### src/rtl/hello_eth_pkg.sv
// Shared types, constants and small helpers for the hello_eth frame generator.
package hello_eth_pkg;

   typedef enum logic [2:0] {
      StPhyRst,
      StWait,
      StPreamble,
      StSfd,
      StHeader,
      StPayload,
      StFcs,
      StIfg
   } state_e;

   localparam logic [7:0] PreambleByte = 8'h55;
   localparam logic [7:0] SfdByte      = 8'hD5;
   localparam logic [7:0] BcastByte    = 8'hFF;

   // Byte offsets within the frame, counted from the first preamble byte.
   localparam logic [15:0] OffPreamble = 16'd0;
   localparam logic [15:0] OffSfd      = 16'd7;
   localparam logic [15:0] OffDst      = 16'd8;
   localparam logic [15:0] OffSrc      = 16'd14;
   localparam logic [15:0] OffType     = 16'd20;
   localparam logic [15:0] OffPayload  = 16'd22;
   localparam logic [15:0] OffCnt      = 16'd31;
   localparam logic [15:0] OffPad      = 16'd35;
   localparam logic [15:0] OffFcs      = 16'd68;
   localparam logic [15:0] FrameLen    = 16'd72;
   localparam logic [15:0] IfgSlots    = 16'd12;

   localparam logic [31:0] CrcPoly = 32'h04C1_1DB7;
   localparam logic [31:0] CrcInit = 32'hFFFF_FFFF;

   function automatic logic [31:0] reflect32(input logic [31:0] v);
      logic [31:0] r;
      r = '0;
      for (int i = 0; i < 32; i++) begin
         r[i] = v[31-i];
      end
      return r;
   endfunction

   // The CRC is computed LSB first, so the shift register uses the bit-reversed polynomial.
   localparam logic [31:0] CrcPolyRefl = reflect32(CrcPoly);

   // "Hello ETH"
   function automatic logic [7:0] greeting_byte(input logic [3:0] idx);
      logic [7:0] b;
      case (idx)
         4'd0:    b = 8'h48;
         4'd1:    b = 8'h65;
         4'd2:    b = 8'h6C;
         4'd3:    b = 8'h6C;
         4'd4:    b = 8'h6F;
         4'd5:    b = 8'h20;
         4'd6:    b = 8'h45;
         4'd7:    b = 8'h54;
         4'd8:    b = 8'h48;
         default: b = 8'h00;
      endcase
      return b;
   endfunction

   // Field that the byte at a given frame offset belongs to; past the end is gap.
   function automatic state_e field_state(input logic [15:0] idx);
      state_e st;
      if (idx < OffSfd) begin
         st = StPreamble;
      end else if (idx < OffDst) begin
         st = StSfd;
      end else if (idx < OffPayload) begin
         st = StHeader;
      end else if (idx < OffFcs) begin
         st = StPayload;
      end else if (idx < FrameLen) begin
         st = StFcs;
      end else begin
         st = StIfg;
      end
      return st;
   endfunction

endpackage

### src/rtl/hello_eth_crc32_d8.sv
// One byte step of the reflected IEEE CRC-32, data consumed LSB first.
module crc32_d8
   import hello_eth_pkg::*;
(
   input  logic [31:0] crc_i,
   input  logic [7:0]  data_i,
   output logic [31:0] crc_o
);

   logic [31:0] c;

   // Eight serial shifts unrolled into one combinational step.
   always_comb begin
      c = crc_i ^ {24'h000000, data_i};
      for (int i = 0; i < 8; i++) begin
         c = c[0] ? ((c >> 1) ^ CrcPolyRefl) : (c >> 1);
      end
      crc_o = c;
   end

endmodule

### src/rtl/hello_eth.sv
// Board bring-up top: releases the PHY reset, then periodically broadcasts a
// fixed Ethernet II greeting frame with a frame counter and FCS on GMII.
module hello_eth
   import hello_eth_pkg::*;
#(
   parameter logic [47:0] SRC_MAC        = 48'h10E2_D500_0000,
   parameter logic [15:0] ETHERTYPE      = 16'h88B5,
   parameter int unsigned CLK_DIV        = 2,
   parameter int unsigned PHY_RST_CYCLES = 32,
   parameter int unsigned START_SLOTS    = 8,
   parameter int unsigned FRAME_PERIOD   = 2000,
   parameter logic [31:0] CNT_INIT       = 32'h0000_0000
) (
   input  logic       clk200_p,
   input  logic       clk200_n,
   input  logic       cpu_reset,
   input  logic       serial_rx,
   input  logic       serial_cts,
   input  logic       serial_rts,
   output logic       serial_tx,
   output logic       eth_rst_n,
   output logic       eth_clocks_gtx,
   output logic       eth_tx_en,
   output logic [7:0] eth_tx_data
);

   if (CLK_DIV != 2) begin : g_clk_div_check
      $error("hello_eth only supports CLK_DIV == 2");
   end

   // Pins kept for board compatibility only.
   logic unused_pins;
   assign unused_pins = ^{clk200_n, serial_rx, serial_cts, serial_rts};
   assign serial_tx   = 1'b1;

   logic [1:0]  rst_sync_q;
   logic        rst_n;
   logic        gtx_q;
   state_e      state_q;
   logic [15:0] phy_cnt_q;
   logic [15:0] slot_cnt_q;
   logic        eth_rst_n_q;
   logic        tx_en_q;
   logic [7:0]  tx_data_q;
   logic [31:0] crc_q;
   logic [31:0] frame_cnt_q;

   logic [7:0]  byte_d;
   logic [31:0] crc_d;
   logic [5:0]  byte_off;
   logic [47:0] mac_sh;
   logic [15:0] type_sh;
   logic [31:0] cnt_sh;
   logic [31:0] fcs_sh;

   // Asynchronous assert, two-flop synchronised release.
   always_ff @(posedge clk200_p or negedge cpu_reset) begin
      if (!cpu_reset) begin
         rst_sync_q <= 2'b00;
      end else begin
         rst_sync_q <= {rst_sync_q[0], 1'b1};
      end
   end

   assign rst_n = rst_sync_q[1];

   // GMII transmit clock: low in the first cycle of each byte slot, high in the second.
   always_ff @(posedge clk200_p or negedge rst_n) begin
      if (!rst_n) begin
         gtx_q <= 1'b0;
      end else begin
         gtx_q <= ~gtx_q;
      end
   end

   // Byte to put on the wire for frame offset slot_cnt_q.
   always_comb begin
      byte_d   = 8'h00;
      byte_off = '0;
      mac_sh   = '0;
      type_sh  = '0;
      cnt_sh   = '0;
      fcs_sh   = '0;
      if (slot_cnt_q < OffSfd) begin
         byte_d = PreambleByte;
      end else if (slot_cnt_q < OffDst) begin
         byte_d = SfdByte;
      end else if (slot_cnt_q < OffSrc) begin
         byte_d = BcastByte;
      end else if (slot_cnt_q < OffType) begin
         byte_off = 6'(slot_cnt_q - OffSrc);
         mac_sh   = SRC_MAC << {byte_off, 3'b000};
         byte_d   = mac_sh[47:40];
      end else if (slot_cnt_q < OffPayload) begin
         byte_off = 6'(slot_cnt_q - OffType);
         type_sh  = ETHERTYPE << {byte_off, 3'b000};
         byte_d   = type_sh[15:8];
      end else if (slot_cnt_q < OffCnt) begin
         byte_off = 6'(slot_cnt_q - OffPayload);
         byte_d   = greeting_byte(byte_off[3:0]);
      end else if (slot_cnt_q < OffPad) begin
         byte_off = 6'(slot_cnt_q - OffCnt);
         cnt_sh   = frame_cnt_q << {byte_off, 3'b000};
         byte_d   = cnt_sh[31:24];
      end else if (slot_cnt_q < OffFcs) begin
         byte_d = 8'h00;
      end else if (slot_cnt_q < FrameLen) begin
         // FCS goes out complemented, low byte first.
         byte_off = 6'(slot_cnt_q - OffFcs);
         fcs_sh   = (~crc_q) >> {byte_off, 3'b000};
         byte_d   = fcs_sh[7:0];
      end
   end

   crc32_d8 u_crc (
      .crc_i  (crc_q),
      .data_i (byte_d),
      .crc_o  (crc_d)
   );

   // Main sequencer; slot_cnt_q counts byte slots since the current frame start.
   always_ff @(posedge clk200_p or negedge rst_n) begin
      if (!rst_n) begin
         state_q     <= StPhyRst;
         phy_cnt_q   <= '0;
         slot_cnt_q  <= '0;
         eth_rst_n_q <= 1'b0;
         tx_en_q     <= 1'b0;
         tx_data_q   <= 8'h00;
         crc_q       <= CrcInit;
         frame_cnt_q <= CNT_INIT;
      end else begin
         case (state_q)
            StPhyRst: begin
               if (phy_cnt_q == 16'(PHY_RST_CYCLES - 1)) begin
                  eth_rst_n_q <= 1'b1;
                  state_q     <= StWait;
                  // Preload so the first frame starts START_SLOTS slots from here.
                  slot_cnt_q  <= 16'(FRAME_PERIOD - START_SLOTS + 1);
               end else begin
                  phy_cnt_q <= phy_cnt_q + 16'd1;
               end
            end
            StWait: begin
               if (gtx_q) begin
                  if (slot_cnt_q == 16'(FRAME_PERIOD)) begin
                     state_q    <= StPreamble;
                     tx_en_q    <= 1'b1;
                     tx_data_q  <= PreambleByte;
                     crc_q      <= CrcInit;
                     slot_cnt_q <= OffPreamble + 16'd1;
                  end else begin
                     slot_cnt_q <= slot_cnt_q + 16'd1;
                  end
               end
            end
            StIfg: begin
               if (gtx_q) begin
                  slot_cnt_q <= slot_cnt_q + 16'd1;
                  if (slot_cnt_q == FrameLen + IfgSlots - 16'd1) begin
                     state_q <= StWait;
                  end
               end
            end
            default: begin
               // Frame fields; the CRC absorbs each byte in the slot it is driven.
               if (gtx_q) begin
                  slot_cnt_q <= slot_cnt_q + 16'd1;
                  state_q    <= field_state(slot_cnt_q);
                  tx_data_q  <= byte_d;
                  tx_en_q    <= (slot_cnt_q < FrameLen);
                  if (slot_cnt_q >= OffDst && slot_cnt_q < OffFcs) begin
                     crc_q <= crc_d;
                  end
                  if (slot_cnt_q == FrameLen) begin
                     frame_cnt_q <= frame_cnt_q + 32'd1;
                  end
               end
            end
         endcase
      end
   end

   assign eth_rst_n      = eth_rst_n_q;
   assign eth_clocks_gtx = gtx_q;
   assign eth_tx_en      = tx_en_q;
   assign eth_tx_data    = tx_data_q;

endmodule

### config.mk
export PLATFORM = sky130hd
export DESIGN_NAME = hello_eth
export DESIGN_NICKNAME = d
export VERILOG_FILES = /design/src/rtl/hello_eth_pkg.sv /design/src/rtl/hello_eth_crc32_d8.sv /design/src/rtl/hello_eth.sv
export SDC_FILE = /design/constraint.sdc
export NUM_CORES = 1
export LEC_CHECK = 0
export ABC_AREA = 1
export ABC_CLOCK_PERIOD_IN_PS = 11020
export CELL_PAD_IN_SITES_DETAIL_PLACEMENT = 0
export CELL_PAD_IN_SITES_GLOBAL_PLACEMENT = 1
export CORE_MARGIN = 4
export CORE_UTILIZATION = 30
export DETAILED_ROUTE_END_ITERATION = 10
export HOLD_SLACK_MARGIN = 0.06
export PLACE_DENSITY_LB_ADDON = 0.15
export RECOVER_POWER = 25
export SLEW_MARGIN = 20
export SYNTH_ARGS = -nofsm -noshare
export SYNTH_HDL_FRONTEND = slang
export SYNTH_SLANG_ARGS = --single-unit
### constraint.sdc
create_clock -name clk200_p -period 11.02 [get_ports clk200_p]
set_clock_uncertainty 0.2 [all_clocks]
set_input_delay 1.653 -clock clk200_p [delete_from_list [all_inputs] [get_ports clk200_p]]
set_output_delay 1.653 -clock clk200_p [all_outputs]
set_load 0.01 [all_outputs]
Word level (Yosys, flattened, before mapping)
Memory sizes are Yosys's and may differ from the RTL's.
Cells that the tools add are included.

cells by class
  $add $sub $neg = 8
  equality and inequality tests = 11
  shifts and indexed selects = 4
  multiplexer cells = 47
  bitwise operators = 14
  reductions and logical operators = 13
  order comparisons = 10

operator list
  operator                                               number
  two-way mux 32 bit                                     12
  inverter 13 -> 14 bit                                  8
  two-way mux 8 bit                                      12
  two-way mux 16 bit                                     4
  one-hot mux 32 bit (2 select lines)                    1
  < comparator 16 x 5 -> 1 bit, second input constant    3
  left shift 45 x 9 -> 48 bit, first input constant      1
  adder 16 x 1 -> 16 bit, second input constant          2
  adder 32 x 1 -> 32 bit, second input constant          1
  equality test 16 x 7 -> 1 bit, second input constant   2
  < comparator 16 x 4 -> 1 bit, second input constant    2
  < comparator 16 x 7 -> 1 bit, second input constant    2
  inverter 32 bit                                        1
  one-hot mux 16 bit (2 select lines)                    1
  left shift 32 x 9 -> 32 bit                            1
  >> shifter 32 x 9 -> 8 bit                             1
  bitwise XOR 32 x 8 -> 32 bit                           1
  two-way mux 3 bit                                      8
  equality test 16 x 11 -> 1 bit, second input constant  1
  equality test 16 x 5 -> 1 bit, second input constant   1
  >= comparator 16 x 4 -> 1 bit, second input constant   1
  < comparator 16 x 3 -> 1 bit, second input constant    1
  < comparator 16 x 6 -> 1 bit, second input constant    1
  one-hot mux 8 bit (2 select lines)                     1
  other kinds (22)                                       38

word-level totals
  output and inout port bits = 12
  ROM bits = 112
  logic and storage cells = 118
  memories kept = 1
  bits in registers = 112
  bits of input ports = 6

memories
  name              words  width  rd ports  clocked after memory_dff  wr ports  line                 RTL
  (name not given)  16     7      1         0                         0         hello_eth_pkg.sv:50  case (idx)

Logic depth before layout (Yosys ltp)
  depth in word-level cells = 31
  mapped depth = 27
  gate-level depth less buffers = 25

Hierarchy
From an unflattened synthesis, not the netlist that was laid out.

unflattened totals
  cells, all modules = 1165
  area total of the unflattened synthesis = 8562.0 sq um

by module, submodules not included
  module     times used  cells an instance  sequential area each (sq um)  area an instance (sq um)
  hello_eth  1           979                2842.7                        7414.6
  crc32_d8   1           186                0.0                           1147.4

Worst setup path before layout
No wires, ideal clock.

  kind = flip-flop to flip-flop
  start point = reg slot_cnt_q[0]
  end point = reg crc_q[19]
  clock period less this slack = 3.081 ns
  arrival = 2.805 ns
  setup slack = 7.939 ns
  required time = 10.744 ns
  library setup time = 0.076 ns
  stages on the path, launching flop included = 26
  path buffers = 3
  path through = dfrtp_1 > inv_1 > buf_2 > buf_2 > ha_1 > inv_1 > buf_2 > nand3_1 > nand2_1 > nand2_1 > nor2_1 > nand2_1 > nand3_1 > nand2_2 > nand2_4 > nand2_4 > nand2_4 > nand2_2 > nand2_4 > inv_4 > nand2_2 > nand2_2 > nand3_1 > nand2_1 > nor2_1 > nor2_1

on the way
  cells in the longest elaborated chain, start to end = 28
  elaborated cells between the ends (all ways) = 53
  those cells by class = 5 x add/sub; 10 x order compare; 2 x eq/ne; 4 x shift; 20 x mux; 8 x bitwise; 3 x reduce/logical; 1 x memory

ends and longest elaborated chain
  what                                 line                      RTL
  from (decl)                          hello_eth.sv:41           logic [15:0] slot_cnt_q;
  from (signal assigned)               hello_eth.sv:139          slot_cnt_q <= 16'(FRAME_PERIOD - START_SLOTS + 1);
  from (signal assigned)               hello_eth.sv:151          slot_cnt_q <= OffPreamble + 16'd1;
  from (signal assigned)               hello_eth.sv:153          slot_cnt_q <= slot_cnt_q + 16'd1;
  subtractor 6 x 3 -> 6 bit            hello_eth.sv:109          byte_off = 6'(slot_cnt_q - OffFcs);
  >> shifter 32 x 9 -> 8 bit           hello_eth.sv:110          fcs_sh = (~crc_q) >> {byte_off, 3'b000};
  two-way mux 8 bit                    hello_eth.sv:107          end else if (slot_cnt_q < FrameLen) begin
  two-way mux 8 bit                    hello_eth.sv:105          end else if (slot_cnt_q < OffFcs) begin
  two-way mux 8 bit                    hello_eth.sv:101          end else if (slot_cnt_q < OffPad) begin
  two-way mux 8 bit                    hello_eth.sv:98           end else if (slot_cnt_q < OffCnt) begin
  two-way mux 8 bit                    hello_eth.sv:94           end else if (slot_cnt_q < OffPayload) begin
  two-way mux 8 bit                    hello_eth.sv:90           end else if (slot_cnt_q < OffType) begin
  [... 12 more ...]                    n/a
  two-way mux 32 bit                   hello_eth_crc32_d8.sv:16  c = c[0] ? ((c >> 1) ^ CrcPolyRefl) : (c >> 1);
  inverter 13 -> 14 bit (no line)      n/a
  two-way mux 32 bit                   hello_eth_crc32_d8.sv:16
  inverter 13 -> 14 bit (no line)      n/a
  two-way mux 32 bit                   hello_eth_crc32_d8.sv:16
  two-way mux 32 bit                   hello_eth.sv:172          if (slot_cnt_q >= OffDst && slot_cnt_q < OffFcs) begin
  two-way mux 32 bit                   hello_eth.sv:167          if (gtx_q) begin
  one-hot mux 32 bit (2 select lines)  hello_eth.sv:133          case (state_q)
  to (signal assigned)                 hello_eth.sv:130          crc_q <= CrcInit;
  to (signal assigned)                 hello_eth.sv:150          crc_q <= CrcInit;
  to (signal assigned)                 hello_eth.sv:173          crc_q <= crc_d;
  to (decl)                            hello_eth.sv:45           logic [31:0] crc_q;

Several ways; a longest one is shown, not always the timed one. The select of a mux whose other input is x is not followed.
A chain may end at the register's enable or synchronous reset.

==> results.tsv <==
metric	value	unit
Worst-Skew Late Latency	380	ps
WP data arrival	4860	ps
Psw	0.2102	mW
power per cell area	89.42	nW/µm²
leading area contributor after synthesis	dfrtp_1	
initial antenna violation count	0	
gp weighted congestion	0.8047	
measured slew at the worst slew-check pin	4013	ps
Routed Antenna Nets	0	
Final min period	5491	ps
final setup fails	0	
reg-to-reg endpoint	slot_cnt_q[9]$_DFFE_PN0P_	
Hold Crit Endpoint	rst_sync_q[1]$_DFF_PN0_	
# IOs	18	
XOR/XNOR Fraction of Synth Area	6.950	%
Synth top area share	24.82	%
die width	172.0	µm
WS Path Type	flip-flop to asynchronous set/reset pin	
RSZ-0062 raised after global routing	no	
IO Port Bufs	12	
Async SR Flop Fraction	100.0	%
Post-Syn Area per Cell	6.977	µm²
Seq cells post-synth	112	
cell chain of the critical path	clkbuf_1	
Logic pwr share	0.7	%
synth warn	0	
EDFF count, synth	0	
hold_sp	rst_sync_q[0]$_DFF_PN0_	
critical path's slowest cell	clkbuf_1	
critical path fanouts, max	72	
Cell variety after synth	49	
Crit path required time	10390	ps
CTS Sinks	112	
Starting Density	30.69	%
largest buffer count on any clock path	2	
placed cells	1489	
diode count	0	
Clock transition at path regs	90	ps
final wirelength	24.74	mm
DR vias	7270	
fraction of layout cells with a size suffix above 1	11.20	%
Reg power frac	52.4	%
Reg2Reg Depth	1	
multi-input logic area	4472	µm²
Fin Hold WS	153.5	ps
DP HPWL	18.28	mm
Pint	0.5809	mW
ranking of synthesized cells by area	dfrtp_1, nand2_1, dfstp_2, nand3_1, inv_1	
Post-Syn Instances	1156	
Power Total	0.7911	mW
maxcap violations	2	
overflow left after global routing	0	
CTS resizes	0	
hold crit path type	flip-flop to flip-flop	
Synth Area in Compound Gates	7.772	%
P&R area growth vs syn	9.696	%
Fmax achieved	182.1	MHz
GRT Util Overall	17.50	%
row count	59	
hold path cells	0	
Register Area	2843	µm²
Pleak	4.293	nW
Synth Cell Area	8065	µm²
peak supply drop	0.06904	mV
# nets final	1182	
CTS Buf Count	9	
slew margin rel.	-167.5	%
crit path capture type	asynchronous set/reset pin	
Setup Total Neg Slack	0	ps
Top FF cell, synth	dfrtp_1	
first-pass GRT wire length	40.65	mm
fillers	2841	
Remaining DRCs	0	
WP buf/inv	1	
Initial DRC Count	461	
vias in the first global route	7217	
failing checks	max-capacitance violations, max-slew violations	
Final Hold Viols	0	
switching share of power	26.57	%
CTS root buf	clkbuf_16	
R2R Setup Slk	5530	ps
final period utilization	49.83	%
R2R Path Start	rst_sync_q[1]$_DFF_PN0_	
Vias/cell	4.831	
pin count of the biggest net entering global routing	73	
mux cell area share after synthesis	0.1396	%
CTS Hold Bufs	0	
DR WL/cell	16.44	µm
Post-Layout Cell Count	1505	
clock share of power	46.8	%
Seq/Total Area, Yosys	35.25	%
worst stage delay on the critical path	2890	ps
Die Y	172.0	µm
H-tree depth	3	
Startpoint Class	flip-flop	
adder-cell share of the synthesized area	1.706	%
die area	29570	µm²
Core Area	26280	µm²
DRT Pass-1 Iters	5	
outcome	complete, but fails checks	
largest family of logic cells by synthesized area	simple AND/OR/NAND/NOR gates	
Post-CTS Setup Bufs	0	
Top delay family on crit path	buffers and inverters	
simple-gate portion of the synthesized area	38.78	%
TritonCTS clock tree	built	
final slew viol count	113	
==> cell usage in the layout (no fill, tap or decap), types with 6 or more instances in the layout <==
cell type and count:
clkdlybuf4s50_1 11, o21ai_0 32, xnor2_1 7, o211ai_1 14, nand2_1 336, a21oi_1 22
dfstp_2 32, nor2_1 86, nor4_1 11, xor2_1 57, clkbuf_16 9, o22ai_1 24
nand3_1 121, nand2_2 24, inv_2 13, ha_1 11, nand4_1 21, inv_1 153
nor2_2 11, nor3_1 24, dfrtp_1 80, o21ai_1 6, nor2_4 10, nand3_2 7
==> cells in the mapped netlist, types with 21 or more instances <==
cell type and number:
a21oi_1 22, nand3_1 121, dfrtp_1 80, nand4_1 21, nand2_1 336, inv_1 153, nor2_1 86, o21ai_0 32
o22ai_1 24, nand2_2 24, dfstp_2 32, xor2_1 57, nor3_1 24
==> cell type report <==
type                       instances  share of cell area (%)
inverter                         168                   7.156
multi-input combinational        857                   50.54
clock buffer                       9                   2.546
sequential                       112                   32.13
clock inverter                     7                   1.146
timing repair buffer              17                   1.740
tap                              335                   4.738
==> how the worst max path moves through the flow <==
stage,slack [ps],start,to,cells past startpoint
final,5530,rst_sync_q[1]$_DFF_PN0_,slot_cnt_q[9]$_DFFE_PN0P_,1
after global routing,4310,rst_sync_q[1]$_DFF_PN0_,slot_cnt_q[3]$_DFFE_PN0P_,1
after CTS,6610,slot_cnt_q[1]$_DFFE_PN0P_,crc_q[1]$_DFFE_PN1P_,19
after detailed placement,6590,slot_cnt_q[1]$_DFFE_PN0P_,crc_q[1]$_DFFE_PN1P_,19
after global placement,6660,slot_cnt_q[1]$_DFFE_PN0P_,crc_q[1]$_DFFE_PN1P_,19
after floorplan,7520,rst_sync_q[1]$_DFF_PN0_,eth_clocks_gtx$_DFF_PN0_,0
==> logic make-up after synthesis <==
logic type	Yosys count
and+or+nand+nor	672
DFF	112
xor gates and xnor gates	64
buffers and inverters	188
adders and majority gates	11
other	1
muxes	1
AOI/OAI and AO/OA	107
==> layer usage <==
| layer | GRT usage [%] | vias up | part of all wire [%] |
|---|---|---|---|
| met3 | 1.875 | 20 | 2.5 |
| li1 | - | 3741 | - |
| met4 | 4.306 | 0 | 1.2 |
| met2 | 27.51 | 87 | 44 |
| met5 | 0 | - | 0 |
| met1 | 25.78 | 3422 | 52 |
==> power groups by stage <==
stage               clock [mW]  combinational [mW]  sequential, mW
floorplan                    0            0.000443           0.425
global placement             0             0.00681           0.423
detailed placement           0             0.00672           0.423
CTS                      0.389             0.00673           0.415
global route             0.399             0.00716           0.415
finish                   0.371             0.00583           0.415
==> sequential cells by signal (all words and copies together) (netlist names), 2 cells and up <==
| register | count |
|---|---|
| crc_q | 32 |
| rst_sync_q | 2 |
| state_q | 3 |
| phy_cnt_q | 16 |
| slot_cnt_q | 16 |
| frame_cnt_q | 32 |
| eth_tx_data | 8 |
==> per-stage QoR <==
step | setup slack, ps | util, % | cell area [µm²]
3_5_place_dp | 6590 | 32.45 | 8528
4_1_cts | 6609 | 33.69 | 8855
3_3_place_gp | 6659 | 32.45 | 8528
5_1_grt | 4312 | 33.67 | 8847
2_1_floorplan | 7525 | - | 8069
6_report | 5529 | 33.67 | 8847
Power figures use the tool's default switching activity.
